`src/rtl/pipe_pkg.sv`:
```
// Shared pipeline definitions: fetch-state encoding, instruction size and bubble word.
package pipe_pkg;
   localparam int          ADDR_W_DEF = 32;
   localparam int          INST_BYTES = 4;
   localparam logic [31:0] NOP_INST   = 32'h0;

   typedef enum logic [1:0] {
      BOOT  = 2'd0,
      FETCH = 2'd1,
      DRAIN = 2'd2
   } fetch_state_e;
endpackage

```
`src/rtl/if_fetch_unit_if.sv`:
```
// Instruction-memory request/ready port between the fetch unit (master) and memory (slave).
interface if_fetch_unit_if #(
   parameter int ADDR_W = 32
);
   // Handshake: master raises imem_req with imem_addr and holds both stable until the
   // slave asserts imem_ready; imem_rdata is valid only in the cycle imem_ready=1.
   // A request may be dropped without completion when the master is reset.
   logic              imem_req;
   logic [ADDR_W-1:0] imem_addr;
   logic [31:0]       imem_rdata;
   logic              imem_ready;

   modport master (output imem_req, output imem_addr, input imem_rdata, input imem_ready);
   modport slave  (input imem_req, input imem_addr, output imem_rdata, output imem_ready);
endinterface

```
`src/rtl/if_fetch_unit_next_pc.sv`:
```
// if_next_pc: redirect target select (jump beats branch), word alignment and sequential PC+4.
module if_next_pc
   import pipe_pkg::*;
#(
   parameter int ADDR_W = ADDR_W_DEF
) (
   input  logic [ADDR_W-1:0] pc_i,
   input  logic              jump_i,
   input  logic [ADDR_W-1:0] jump_target_i,
   input  logic [ADDR_W-1:0] branch_target_i,
   output logic [ADDR_W-1:0] redir_target_o,
   output logic [ADDR_W-1:0] pc_plus4_o
);
   logic [ADDR_W-1:0] sel_target;

   always_comb begin
      sel_target     = jump_i ? jump_target_i : branch_target_i;
      redir_target_o = sel_target & ~ADDR_W'(3);
      // Natural modulo-2^ADDR_W wrap of the last word back to address zero.
      pc_plus4_o     = pc_i + ADDR_W'(INST_BYTES);
   end
endmodule

```
`src/rtl/if_fetch_unit.sv`:
```
// Instruction-fetch stage feeding the IF/ID register; owns the PC and the imem request.
// Optional performance counters are built when IF_FETCH_PERF_EN is defined.
module if_fetch_unit
   import pipe_pkg::*;
#(
   parameter int                ADDR_W      = ADDR_W_DEF,
   parameter logic [ADDR_W-1:0] RESET_PC    = '0,
   parameter int                INIT_CYCLES = 4
) (
   input  logic                 clk,
   input  logic                 reset,
   input  logic                 pc_write,
   input  logic                 branch_taken,
   input  logic [ADDR_W-1:0]    branch_target,
   input  logic                 jump,
   input  logic [ADDR_W-1:0]    jump_target,
   if_fetch_unit_if.master      imem,
   output logic [31:0]          inst_out,
   output logic [ADDR_W-1:0]    pc_incr_out,
   output logic                 init_out,
   output logic                 if_flush_out,
   output logic [ADDR_W-1:0]    pc_out,
`ifdef IF_FETCH_PERF_EN
   output logic [31:0]          perf_fetch_cnt,
   output logic [31:0]          perf_stall_cnt,
`endif
   output fetch_state_e         fetch_state_dbg
);
   fetch_state_e      state_q, state_d;
   logic [ADDR_W-1:0] pc_q, pc_d;
   logic [ADDR_W-1:0] redir_pc_q, redir_pc_d;
   logic [7:0]        boot_cnt_q, boot_cnt_d;
   logic              pend_q, pend_d;

   logic              redirect;
   logic              req_c;
   logic              init_c;
   logic [ADDR_W-1:0] redir_target;
   logic [ADDR_W-1:0] pc_plus4;

   if_next_pc #(.ADDR_W(ADDR_W)) u_next_pc (
      .pc_i            (pc_q),
      .jump_i          (jump),
      .jump_target_i   (jump_target),
      .branch_target_i (branch_target),
      .redir_target_o  (redir_target),
      .pc_plus4_o      (pc_plus4)
   );

   assign redirect = jump | branch_taken;

   always_ff @(posedge clk or posedge reset) begin
      if (reset) begin
         state_q    <= BOOT;
         pc_q       <= RESET_PC;
         redir_pc_q <= '0;
         boot_cnt_q <= '0;
         pend_q     <= 1'b0;
      end else begin
         state_q    <= state_d;
         pc_q       <= pc_d;
         redir_pc_q <= redir_pc_d;
         boot_cnt_q <= boot_cnt_d;
         pend_q     <= pend_d;
      end
   end

   always_comb begin
      state_d    = state_q;
      pc_d       = pc_q;
      redir_pc_d = redir_pc_q;
      boot_cnt_d = boot_cnt_q;
      pend_d     = pend_q;
      req_c      = 1'b0;
      init_c     = 1'b0;
      unique case (state_q)
         BOOT: begin
            boot_cnt_d = boot_cnt_q + 8'd1;
            if (boot_cnt_q == 8'(INIT_CYCLES - 1)) state_d = FETCH;
         end
         FETCH: begin
            req_c  = 1'b1;
            init_c = imem.imem_ready & ~redirect;
            if (redirect && imem.imem_ready) begin
               pc_d = redir_target;
            end else if (redirect) begin
               // Keep pc (and so imem_addr) stable until the stale request completes.
               redir_pc_d = redir_target;
               pend_d     = 1'b1;
               state_d    = DRAIN;
            end else if (imem.imem_ready && pc_write) begin
               pc_d = pc_plus4;
            end
         end
         DRAIN: begin
            req_c = 1'b1;
            if (redirect) redir_pc_d = redir_target;
            if (imem.imem_ready && pend_q) begin
               pc_d    = redirect ? redir_target : redir_pc_q;
               pend_d  = 1'b0;
               state_d = FETCH;
            end
         end
         default: state_d = BOOT;
      endcase
   end

   assign imem.imem_req  = req_c;
   assign imem.imem_addr = pc_q;
   assign init_out       = init_c;
   assign if_flush_out   = (state_q == BOOT) ? 1'b1 : (~init_c & pc_write);
   assign inst_out       = (state_q == BOOT) ? NOP_INST : imem.imem_rdata;
   assign pc_incr_out    = pc_plus4;
   assign pc_out         = pc_q;
   assign fetch_state_dbg = state_q;

`ifdef IF_FETCH_PERF_EN
   logic [31:0] fetch_cnt_q, fetch_cnt_d;
   logic [31:0] stall_cnt_q, stall_cnt_d;

   always_comb begin
      fetch_cnt_d = fetch_cnt_q;
      stall_cnt_d = stall_cnt_q;
      if (init_c && pc_write)          fetch_cnt_d = fetch_cnt_q + 32'd1;
      if (req_c && !imem.imem_ready)   stall_cnt_d = stall_cnt_q + 32'd1;
   end

   always_ff @(posedge clk or posedge reset) begin
      if (reset) begin
         fetch_cnt_q <= '0;
         stall_cnt_q <= '0;
      end else begin
         fetch_cnt_q <= fetch_cnt_d;
         stall_cnt_q <= stall_cnt_d;
      end
   end

   assign perf_fetch_cnt = fetch_cnt_q;
   assign perf_stall_cnt = stall_cnt_q;
`endif
endmodule

```
`src/flat_wrapper.sv`:
```
// flat-port wrapper written by rule: the top's interface ports become plain ports
module if_fetch_unit_flat import pipe_pkg::*;
#(
   parameter int                ADDR_W      = ADDR_W_DEF,
   parameter logic [ADDR_W-1:0] RESET_PC    = '0,
   parameter int                INIT_CYCLES = 4
)
  (clk, reset, pc_write, branch_taken, branch_target, jump, jump_target, inst_out, pc_incr_out, init_out, if_flush_out, pc_out, fetch_state_dbg, imem_imem_req, imem_imem_addr, imem_imem_rdata, imem_imem_ready);
  if_fetch_unit_if #(.ADDR_W(ADDR_W)) imem_i ();
  input  logic clk;
  input  logic reset;
  input  logic pc_write;
  input  logic branch_taken;
  input  logic [ADDR_W-1:0] branch_target;
  input  logic jump;
  input  logic [ADDR_W-1:0] jump_target;
  output logic [31:0] inst_out;
  output logic [ADDR_W-1:0] pc_incr_out;
  output logic init_out;
  output logic if_flush_out;
  output logic [ADDR_W-1:0] pc_out;
  output fetch_state_e fetch_state_dbg;
  output wire logic [$bits(imem_i.imem_req)-1:0] imem_imem_req;
  output wire logic [$bits(imem_i.imem_addr)-1:0] imem_imem_addr;
  input wire logic [$bits(imem_i.imem_rdata)-1:0] imem_imem_rdata;
  input wire logic [$bits(imem_i.imem_ready)-1:0] imem_imem_ready;
  assign imem_imem_req = imem_i.imem_req;
  assign imem_imem_addr = imem_i.imem_addr;
  assign imem_i.imem_rdata = imem_imem_rdata;
  assign imem_i.imem_ready = imem_imem_ready;
  if_fetch_unit #(.ADDR_W(ADDR_W), .RESET_PC(RESET_PC), .INIT_CYCLES(INIT_CYCLES)) u_core (.clk(clk), .reset(reset), .pc_write(pc_write), .branch_taken(branch_taken), .branch_target(branch_target), .jump(jump), .jump_target(jump_target), .imem(imem_i), .inst_out(inst_out), .pc_incr_out(pc_incr_out), .init_out(init_out), .if_flush_out(if_flush_out), .pc_out(pc_out), .fetch_state_dbg(fetch_state_dbg));
endmodule
```
`config.mk`:
```
export PLATFORM = sky130hd
export DESIGN_NAME = if_fetch_unit_flat
export DESIGN_NICKNAME = d
export VERILOG_FILES = /design/src/rtl/pipe_pkg.sv /design/src/rtl/if_fetch_unit_if.sv /design/src/rtl/if_fetch_unit_next_pc.sv /design/src/rtl/if_fetch_unit.sv /design/src/flat_wrapper.sv
export SDC_FILE = /design/constraint.sdc
export NUM_CORES = 1
export LEC_CHECK = 0
export CAP_MARGIN = 20
export CORE_ASPECT_RATIO = 0.5
export CORE_MARGIN = 4
export CORE_UTILIZATION = 44
export CTS_BUF_LIST = sky130_fd_sc_hd__clkbuf_8
export CTS_CLUSTER_DIAMETER = 150
export CTS_CLUSTER_SIZE = 28
export DETAILED_ROUTE_END_ITERATION = 7
export HOLD_SLACK_MARGIN = 0.03
export PLACE_DENSITY = 0.84
export SYNTH_ARGS = -nofsm -noshare
export SYNTH_HDL_FRONTEND = slang
export SYNTH_HIERARCHICAL = 1
export SYNTH_SLANG_ARGS = --single-unit
```
`constraint.sdc`:
```
create_clock -name clk -period 3.5 [get_ports clk]
set_input_delay 0.875 -clock clk [delete_from_list [all_inputs] [get_ports clk]]
set_output_delay 0.875 -clock clk [all_outputs]
set_load 0.02 [all_outputs]
```
After elaboration in Yosys (flattened, before gate mapping)
Index checks and enable logic that the tools add are counted.
{"block": "word_totals", "reg_bits": 75, "in_bits": 102, "output_inout_bits": 133, "word_cells": 53}
{"block": "classes", "add_sub_neg": 2, "eq_ne": 9, "n_mux": 22, "n_bitwise": 5, "n_reduce_logical": 10}
{"cell": "32-bit 2-to-1 mux", "count": 8}
{"cell": "32-bit case mux with 2 select lines", "count": 2}
{"cell": "32-bit by 3-bit adder with 32-bit output, second input constant", "count": 1}
{"cell": "4-bit AND reduction", "count": 3}
{"cell": "8-bit by 1-bit adder with 8-bit output, second input constant", "count": 1}
{"cell": "8-bit by 2-bit == test with 1-bit output, second input constant", "count": 1}
{"cell": "2-bit 2-to-1 mux", "count": 4}
{"cell": "1-bit 2-to-1 mux", "count": 6}
{"cell": "2-bit by 1-bit inequality test with 1-bit output, second input constant", "count": 3}
{"cell": "2-bit case mux with 3 select lines", "count": 1}
{"cell": "1-bit logical AND", "count": 3}
{"cell": "3-bit by 1-bit inequality test with 1-bit output, second input constant", "count": 1}
{"cell": "3-bit inequality test, second input constant", "count": 1}
{"cell": "1-bit bitwise AND", "count": 2}
{"cell": "2-bit by 1-bit == test with 1-bit output, second input constant", "count": 1}
{"cell": "2-bit == test, second input constant", "count": 1}
{"cell": "2-bit zero test", "count": 1}
{"cell": "2-bit inequality test, second input constant", "count": 1}
{"cell": "1-bit inverter", "count": 2}
{"cell": "1-bit case mux with 2 select lines", "count": 1}
{"cell": "2-bit AND reduction", "count": 1}
{"cell": "2-bit nonzero test", "count": 1}
{"cell": "2-bit OR reduction", "count": 1}
{"cell": "1-bit bitwise OR", "count": 1}

Depth between registers and ports, before layout
Gate-level depths: netlist of run 1.
{"block": "depth", "depth_word": 7, "depth_mapped": 8, "mapped_depth_nobuf": 8}

Cells and area by module
Netlist of run 1, hierarchy kept.
{"module": "if_fetch_unit", "n_inst": 1, "cells_per_inst": 475, "area_each_um2": 4319.1, "seq_area_each_um2": 1876.8}
{"module": "if_next_pc", "n_inst": 1, "cells_per_inst": 120, "area_each_um2": 977.2, "seq_area_each_um2": 0.0}

Worst setup path after synthesis of run 1
Ideal clock, no wire load.
{"block": "synth_path", "path_kind": "register -> output", "start": "reg u_core.pc_q[2] (netlist: u_core/imem.imem_addr[2])", "end": "out pc_incr_out[24]", "arrival_time_ps": 1757, "t_required_ps": 2625, "setup_slack_ps": 868, "stages_incl_launch_ff": 6, "path_buffers": 0, "cell_sequence": "dfrtp_1 -> ha_1 -> nand3_1 -> nor2_2 -> nand4_1 -> xnor2_1"}
{"block": "synth_between", "elab_chain_cells": 1}
{"item": "from (decl)", "line": "if_fetch_unit.sv:30", "rtl": "logic [ADDR_W-1:0] pc_q, pc_d;"}
{"item": "from (signal assigned)", "line": "if_fetch_unit.sv:61", "rtl": "pc_q <= pc_d;"}
{"item": "32-bit by 3-bit adder with 32-bit output", "line": "if_fetch_unit_next_pc.sv:20", "rtl": "pc_plus4_o = pc_i + ADDR_W'(INST_BYTES);"}
{"item": "to (decl)", "line": "flat_wrapper.sv:18", "rtl": "output logic [ADDR_W-1:0] pc_incr_out;"}
No other way between the ends.

Final worst setup path of run 1
{"block": "layout_path", "start": "reg u_core.pc_q[2] (netlist: u_core/imem.imem_addr[2])", "end": "out pc_incr_out[16]"}
Same word-level chain as after synthesis.

==> flow_metrics.env, run 1 <==
export IMPL_slew_violations=0
export IMPL_synth_largest_area_cell="dfrtp_1"
export IMPL_yosys_warnings=6
export IMPL_grt_total_usage_pct=23.0
export IMPL_dr_pass1_iters=5
export IMPL_crit_required_ps=2620
export IMPL_num_rows=27
export IMPL_setup_ws_ps=83.2
export IMPL_cp_top_family="buffers and inverters"
export IMPL_areaGrowthSynthToFinish_pct=45.9
export IMPL_dp_cells=929
export IMPL_drive_gt1_share_pct=14.1
export IMPL_max_freq_ghz=0.293
export IMPL_seq_area_frac_synth_pct=35.4
export IMPL_ys_flop_type="dfrtp_1"
export IMPL_synth_top_family_by_area="simple AND/OR/NAND/NOR gates"
export IMPL_holdWs_ps=487
export IMPL_cp_start_kind="flip-flop"
export IMPL_maxCapViolations=0
export IMPL_gr_total_overflow=0
export IMPL_dieHeight_microns=85.6
export IMPL_synthArstFlopShare_pct=100
export IMPL_critPathCaptureType="output port"
export IMPL_io_pins=235
export IMPL_skew_ps=13.2
export IMPL_p_clk_share_pct=9.1
export IMPL_dpl_instance_area_sq_um=7530
export IMPL_ctsHoldBuffers=0
export IMPL_gp_congestion=0.793
export IMPL_port_buffers=230
export IMPL_antenna_left=0
export IMPL_cts_tree="done"
export IMPL_p_comb_share_pct=64.3
export IMPL_synth_cell_type_count=39
export IMPL_p_leak_nw=3.28
export IMPL_cts_buffers_inserted=9
export IMPL_period_share_pct=97.6
export IMPL_synthAdderAreaFrac_pct=1.18
export IMPL_wl_microns=16600
export IMPL_share_seq_of_total_power_pct=26.6
export IMPL_synth_xor_area_share_pct=5.93
export IMPL_hpwl_microns=12100
export IMPL_clkTransAtPathRegs_ps=70
export IMPL_grt_pass1_vias=5329
export IMPL_cts_buffer_depth=2
export IMPL_cp_arrival_ps=2540
export IMPL_avgRoutedWirePerCell_microns=17.5
export IMPL_cts_resized_gates=9
export IMPL_final_min_clock_period_ps=3420
export IMPL_p_sw_mw=2.87
export IMPL_power_density_nw_per_um2=838
export IMPL_die_x_microns=163
export IMPL_setup_violations=0
export IMPL_synth_compound_area_share_pct=13.7
export IMPL_final_cells=945
export IMPL_muxShareOfSynthArea_pct=13.8
export IMPL_dieArea_sq_um=14000
export IMPL_post_cts_buffers=0
export IMPL_synth_simple_gate_area_share_pct=20.2
export IMPL_drt_iter0_markers=409
export IMPL_finalPower_mw=6.47
export IMPL_dr_total_vias=5147
export IMPL_crit_fanout=9
export IMPL_fin_setup_tns_ps=0
export IMPL_crit_chain="ha_1 -> nand3_2 -> nor2_2 -> buf_4 -> nand2_1 -> xnor2_1 -> clkdlybuf4s50_1"
export IMPL_p_int_mw=3.60
export IMPL_design_area_sq_um=7730
export IMPL_clkLatencyLatePin_ps=350
export IMPL_place_ws_ps=262
export IMPL_synth_seq_cells=75
export IMPL_diodes=0
export IMPL_tightest_slew_ps=699
export IMPL_swShare_pct=44.4
export IMPL_peakVddDrop_v=0.000434
export IMPL_htree_num_levels=3
export IMPL_holdCritPathClass="reg -> reg"
export IMPL_cts_sinks=75
export IMPL_root_buffer="clkbuf_8"
export IMPL_synth_edf_count=0
export IMPL_start_util_pct=46.5
export IMPL_drc_errors=0
export IMPL_grt_pass1_wl_microns=26200
export IMPL_report_final_hold_viol_count=0
export IMPL_finish_net_count=888
export IMPL_avgSynthCellArea_sq_um=8.90
export IMPL_relSlewSlack_pct=53.4
export IMPL_grt_max_degree=69
export IMPL_cpPeakStageDelay_ps=650
export IMPL_synth_top_area_share_pct=35.4
export IMPL_vias_per_cell=5.45
export IMPL_path_buf_inv=2
export IMPL_core_area_sq_um=11400
export IMPL_syn_inst=595
export IMPL_synth_area_leaders="dfrtp_1 35%, mux2_2 14%, nand2_1 9.9%"
export IMPL_cp_slowest_cell="clkdlybuf4s50_1"
export IMPL_antenna_found_initial=0
export IMPL_final_core_util_pct=67.9
export IMPL_outcome="completed"
export IMPL_crit_type="reg -> out"
export IMPL_syn_cell_area_sq_um=5300
final timing paths:
kind	startpoint	to	slack, ps	cells after the start
setup / recovery	u_core/imem.imem_addr[2]$_DFFE_PP0P_	pc_incr_out[16]	80	7
hold / removal	u_core/boot_cnt_q[7]$_DFFE_PP0P_	u_core/boot_cnt_q[7]$_DFFE_PP0P_	490	1
setup reg to reg	u_core/imem.imem_addr[2]$_DFFE_PP0P_	u_core/imem.imem_addr[29]$_DFFE_PP0P_	1320	8
hold reg to reg	u_core/boot_cnt_q[7]$_DFFE_PP0P_	u_core/boot_cnt_q[7]$_DFFE_PP0P_	490	1
max in group asynchronous	reset	u_core/imem.imem_addr[18]$_DFFE_PP0P_	2080	3
min in group asynchronous	reset	u_core/redir_pc_q[2]$_DFFE_PP0P_	790	2
synth_stat cells (2+ instances only):
cell,n
nand2_1,139
dfrtp_1,75
mux2_2,64
buf_4,37
a21oi_1,34
a32o_1,32
nor2b_1,32
o21ai_0,32
xnor2_1,24
clkbuf_1,20
nand3_1,18
buf_2,11
xor2_1,10
nand4_1,9
nor2_1,9
buf_6,7
inv_1,6
and3_1,5
ha_1,5
and4_1,3
nor3_1,3
nand4_2,2
o21ai_1,2
final cells by class:
type                       count  area, sq um
clock buffer                  11          151
clock inverter                 5         21.3
fill                         880         3660
inverter                       6         22.5
multi-input combinational    440         2940
sequential                    75         1880
tap                          159          199
timing repair buffer         249         2510
state kept, by name, summed over array words and instances, names as in the netlist:
name,count
u_core/imem.imem_addr,32
u_core/boot_cnt_q,8
u_core/pend_q,1
u_core/redir_pc_q,32
u_core/fetch_state_dbg,2
cell families after synthesis:
group / Yosys count
fa+ha+maj: 5
simple gates: 227
xor+xnor: 35
mux: 65
compound gates: 106
other cells: 1
flops: 75
buf+inv: 81
layer usage:
layer | vias up | GRT usage, % | part of all wire [%]
met5 | - | 0 | 0
met2 | 211 | 42.8 | 52
met4 | 0 | 6.39 | 1.6
li1 | 2412 | - | -
met3 | 25 | 6.00 | 7.9
met1 | 2499 | 26.4 | 39
placed cells by master, fill, tap and decap left out, types with 8 or more instances in the layout:
master	Yosys	routed
nor2b_1	32	32
clkdlybuf4s50_1	0	213
o21ai_0	32	32
clkbuf_8	0	11
a21oi_1	34	34
nand4_1	9	9
mux2_2	64	64
dfrtp_1	75	75
dlygate4sd2_1	0	8
xnor2_1	24	24
xor2_1	10	10
nand3_1	18	16
dlymetal6s2s_1	0	8
buf_4	37	14
inv_1	6	8
a32o_1	32	32
nand2_1	139	139
nor2_1	9	8
power by group through the flow:
| stage | clock, mW | sequential [mW] | combinational (mW) |
|---|---|---|---|
| after floorplan | 0 | 1.84 | 2.46 |
| after global placement | 0 | 1.70 | 4.11 |
| after detailed placement | 0 | 1.73 | 4.20 |
| after CTS | 0.605 | 1.71 | 4.20 |
| after global routing | 0.643 | 1.78 | 4.45 |
| final | 0.592 | 1.72 | 4.16 |
Note: power is estimated with default switching activity, not from simulation.
==> run 2, diff against run 1 <==
Settings changed: CORE_UTILIZATION 44 to 47, PLACE_DENSITY 0.84 to 0.89.
Clock period 3.5 ns to 4.2 ns, I/O delays scaled along.
==> flow_metrics.env, run 2 (synthesis gave the netlist of run 1 again) <==
export IMPL_outcome="completed"
export IMPL_cts_tree="done"
export IMPL_antenna_left=0
export IMPL_gp_congestion=0.788
export IMPL_cp_slowest_cell="clkdlybuf4s50_1"
export IMPL_final_cell_mix="229 x clkdlybuf4s50_1, 139 x nand2_1, 75 x dfrtp_1, 64 x mux2_2, 34 x a21oi_1"
export IMPL_grt_pass1_vias=5373
export IMPL_cts_buffer_depth=2
export IMPL_vias_per_cell=5.62
export IMPL_drive_gt1_share_pct=13.3
export IMPL_cp_startpoint="u_core/imem.imem_addr[3]$_DFFE_PP0P_"
export IMPL_critPathCaptureType="output port"
export IMPL_grt_pass1_wl_microns=26500
export IMPL_drc_errors=0
export IMPL_power_density_nw_per_um2=726
export IMPL_maxCapViolations=0
export IMPL_crit_fanout=9
export IMPL_dr_total_vias=5203
export IMPL_num_rows=27
export IMPL_max_freq_ghz=0.248
export IMPL_wl_microns=16500
export IMPL_hpwl_microns=11800
export IMPL_ctsHoldBuffers=0
export IMPL_rsz0062_at_grt="no"
export IMPL_r2r_start="u_core/fetch_state_dbg[0]$_DFFE_PP0P_"
export IMPL_layout_commonest_cell="clkdlybuf4s50_1"
export IMPL_cts_buffers_inserted=9
export IMPL_tightest_slew_ps=963
export IMPL_crit_required_ps=3150
export IMPL_core_area_sq_um=11000
export IMPL_cp_arrival_ps=2980
export IMPL_peakVddDrop_v=0.000301
export IMPL_min_path_cells=1
export IMPL_dr_pass1_iters=6
export IMPL_setup_violations=0
export IMPL_clkTransAtPathRegs_ps=80
export IMPL_path_buf_inv=1
export IMPL_crit_type="reg -> out"
export IMPL_finish_net_count=882
export IMPL_slew_violations=0
export IMPL_final_core_util_pct=69.4
export IMPL_cp_start_kind="flip-flop"
export IMPL_avgRoutedWirePerCell_microns=17.9
export IMPL_die_x_microns=158
export IMPL_gr_total_overflow=0
export IMPL_dieHeight_microns=83.1
export IMPL_areaGrowthSynthToFinish_pct=44.2
export IMPL_io_pins=235
export IMPL_cpPeakStageDelay_ps=680
export IMPL_diodes=0
export IMPL_holdCritPathClass="reg -> reg"
export IMPL_cp_top_family="simple AND/OR/NAND/NOR gates"
export IMPL_relSlewSlack_pct=35.8
export IMPL_period_share_pct=96.0
export IMPL_fin_setup_tns_ps=0
export IMPL_worstHoldStart="u_core/boot_cnt_q[7]$_DFFE_PP0P_"
export IMPL_skew_ps=10.0
export IMPL_antenna_found_initial=0
export IMPL_cts_resized_gates=0
export IMPL_crit_chain="ha_1 -> nand3_1 -> nor2_2 -> nand4_1 -> xnor2_1 -> clkdlybuf4s50_1"
export IMPL_port_buffers=230
export IMPL_post_cts_buffers=0
export IMPL_final_min_clock_period_ps=4030
export IMPL_root_buffer="clkbuf_8"
export IMPL_p_leak_nw=3.10
export IMPL_htree_num_levels=3
export IMPL_r2r_cells=6
export IMPL_crit_cells=6
export IMPL_drt_iter0_markers=458
export IMPL_grt_total_usage_pct=24.8
export IMPL_grt_max_degree=76
export IMPL_clkLatencyLatePin_ps=370
export IMPL_cts_sinks=75
export IMPL_report_final_hold_viol_count=0
export IMPL_start_util_pct=48.1
export IMPL_dieArea_sq_um=13100
[run 2: cell types whose count changed in the layout (fill, tap and decap cells not counted), moves of 2 or more]
| cell | delta |
|---|---|
| buf_12 | -5 |
| bufinv_16 | +3 |
| clkdlybuf4s50_1 | +16 |
| dlygate4sd2_1 | -8 |
| dlymetal6s2s_1 | -8 |
| inv_1 | -2 |
| nand3_1 | +2 |
| nand3_2 | -2 |
[run 2: final timing paths]
| path | endpoint | slack (ps) |
|---|---|---|
| setup / recovery | pc_incr_out[26] | 170 |
| hold / removal | u_core/boot_cnt_q[7]$_DFFE_PP0P_ | 480 |
| setup reg to reg | u_core/imem.imem_addr[12]$_DFFE_PP0P_ | 1550 |
| hold reg to reg | u_core/boot_cnt_q[7]$_DFFE_PP0P_ | 480 |
| max in group asynchronous | u_core/imem.imem_addr[13]$_DFFE_PP0P_ | 2290 |
| min in group asynchronous | u_core/redir_pc_q[2]$_DFFE_PP0P_ | 1280 |
[run 2: metal layers]
layer  vias up  global-route usage, %  share of wire [%]
met3        47                   8.69                9.1
met1      2511                   27.8                 37
li1       2385                      -                  -
met4         0                   8.51                2.6
met2       260                   43.5                 51
met5         -                      0                  0
[run 2: worst reg2reg max path, stage by stage, from the launching register on]
cell and delay [ps]:
dfrtp_1 400, inv_1 120, ha_2 620, mux2_2 440
o311ai_4 90, buf_4 550, o21ai_0 270
[run 2: final cells by class]
type	count	area (sq um)
clock buffers	10	138
repair buffers	243	2390
well taps	145	181
inverters	6	22.5
fillers	804	3370
multi-input cells	440	2920
flip-flops and latches	75	1880
clock inverters	6	104
[run 2: where the power goes]
group	switching (mW)	internal, mW	total, mW
clock network	0.278	0.407	0.684
registers	0.382	1.07	1.45
logic	1.75	1.65	3.41
[run 2: through the flow]
stage / worst slack, ps / power (mW) / cells / hold slack, ps / area (sq um)
2_1_floorplan: 1240 / 3.59 / 596 / 439 / 5300
3_3_place_gp: 397 / 4.74 / 909 / 458 / 7400
3_5_place_dp: 404 / 4.86 / 909 / 463 / 7400
4_1_cts: 269 / 5.57 / 925 / 478 / 7640
5_1_grt: 63.7 / 5.87 / 925 / 498 / 7640
6_report: 168 / 5.54 / 925 / 478 / 7640
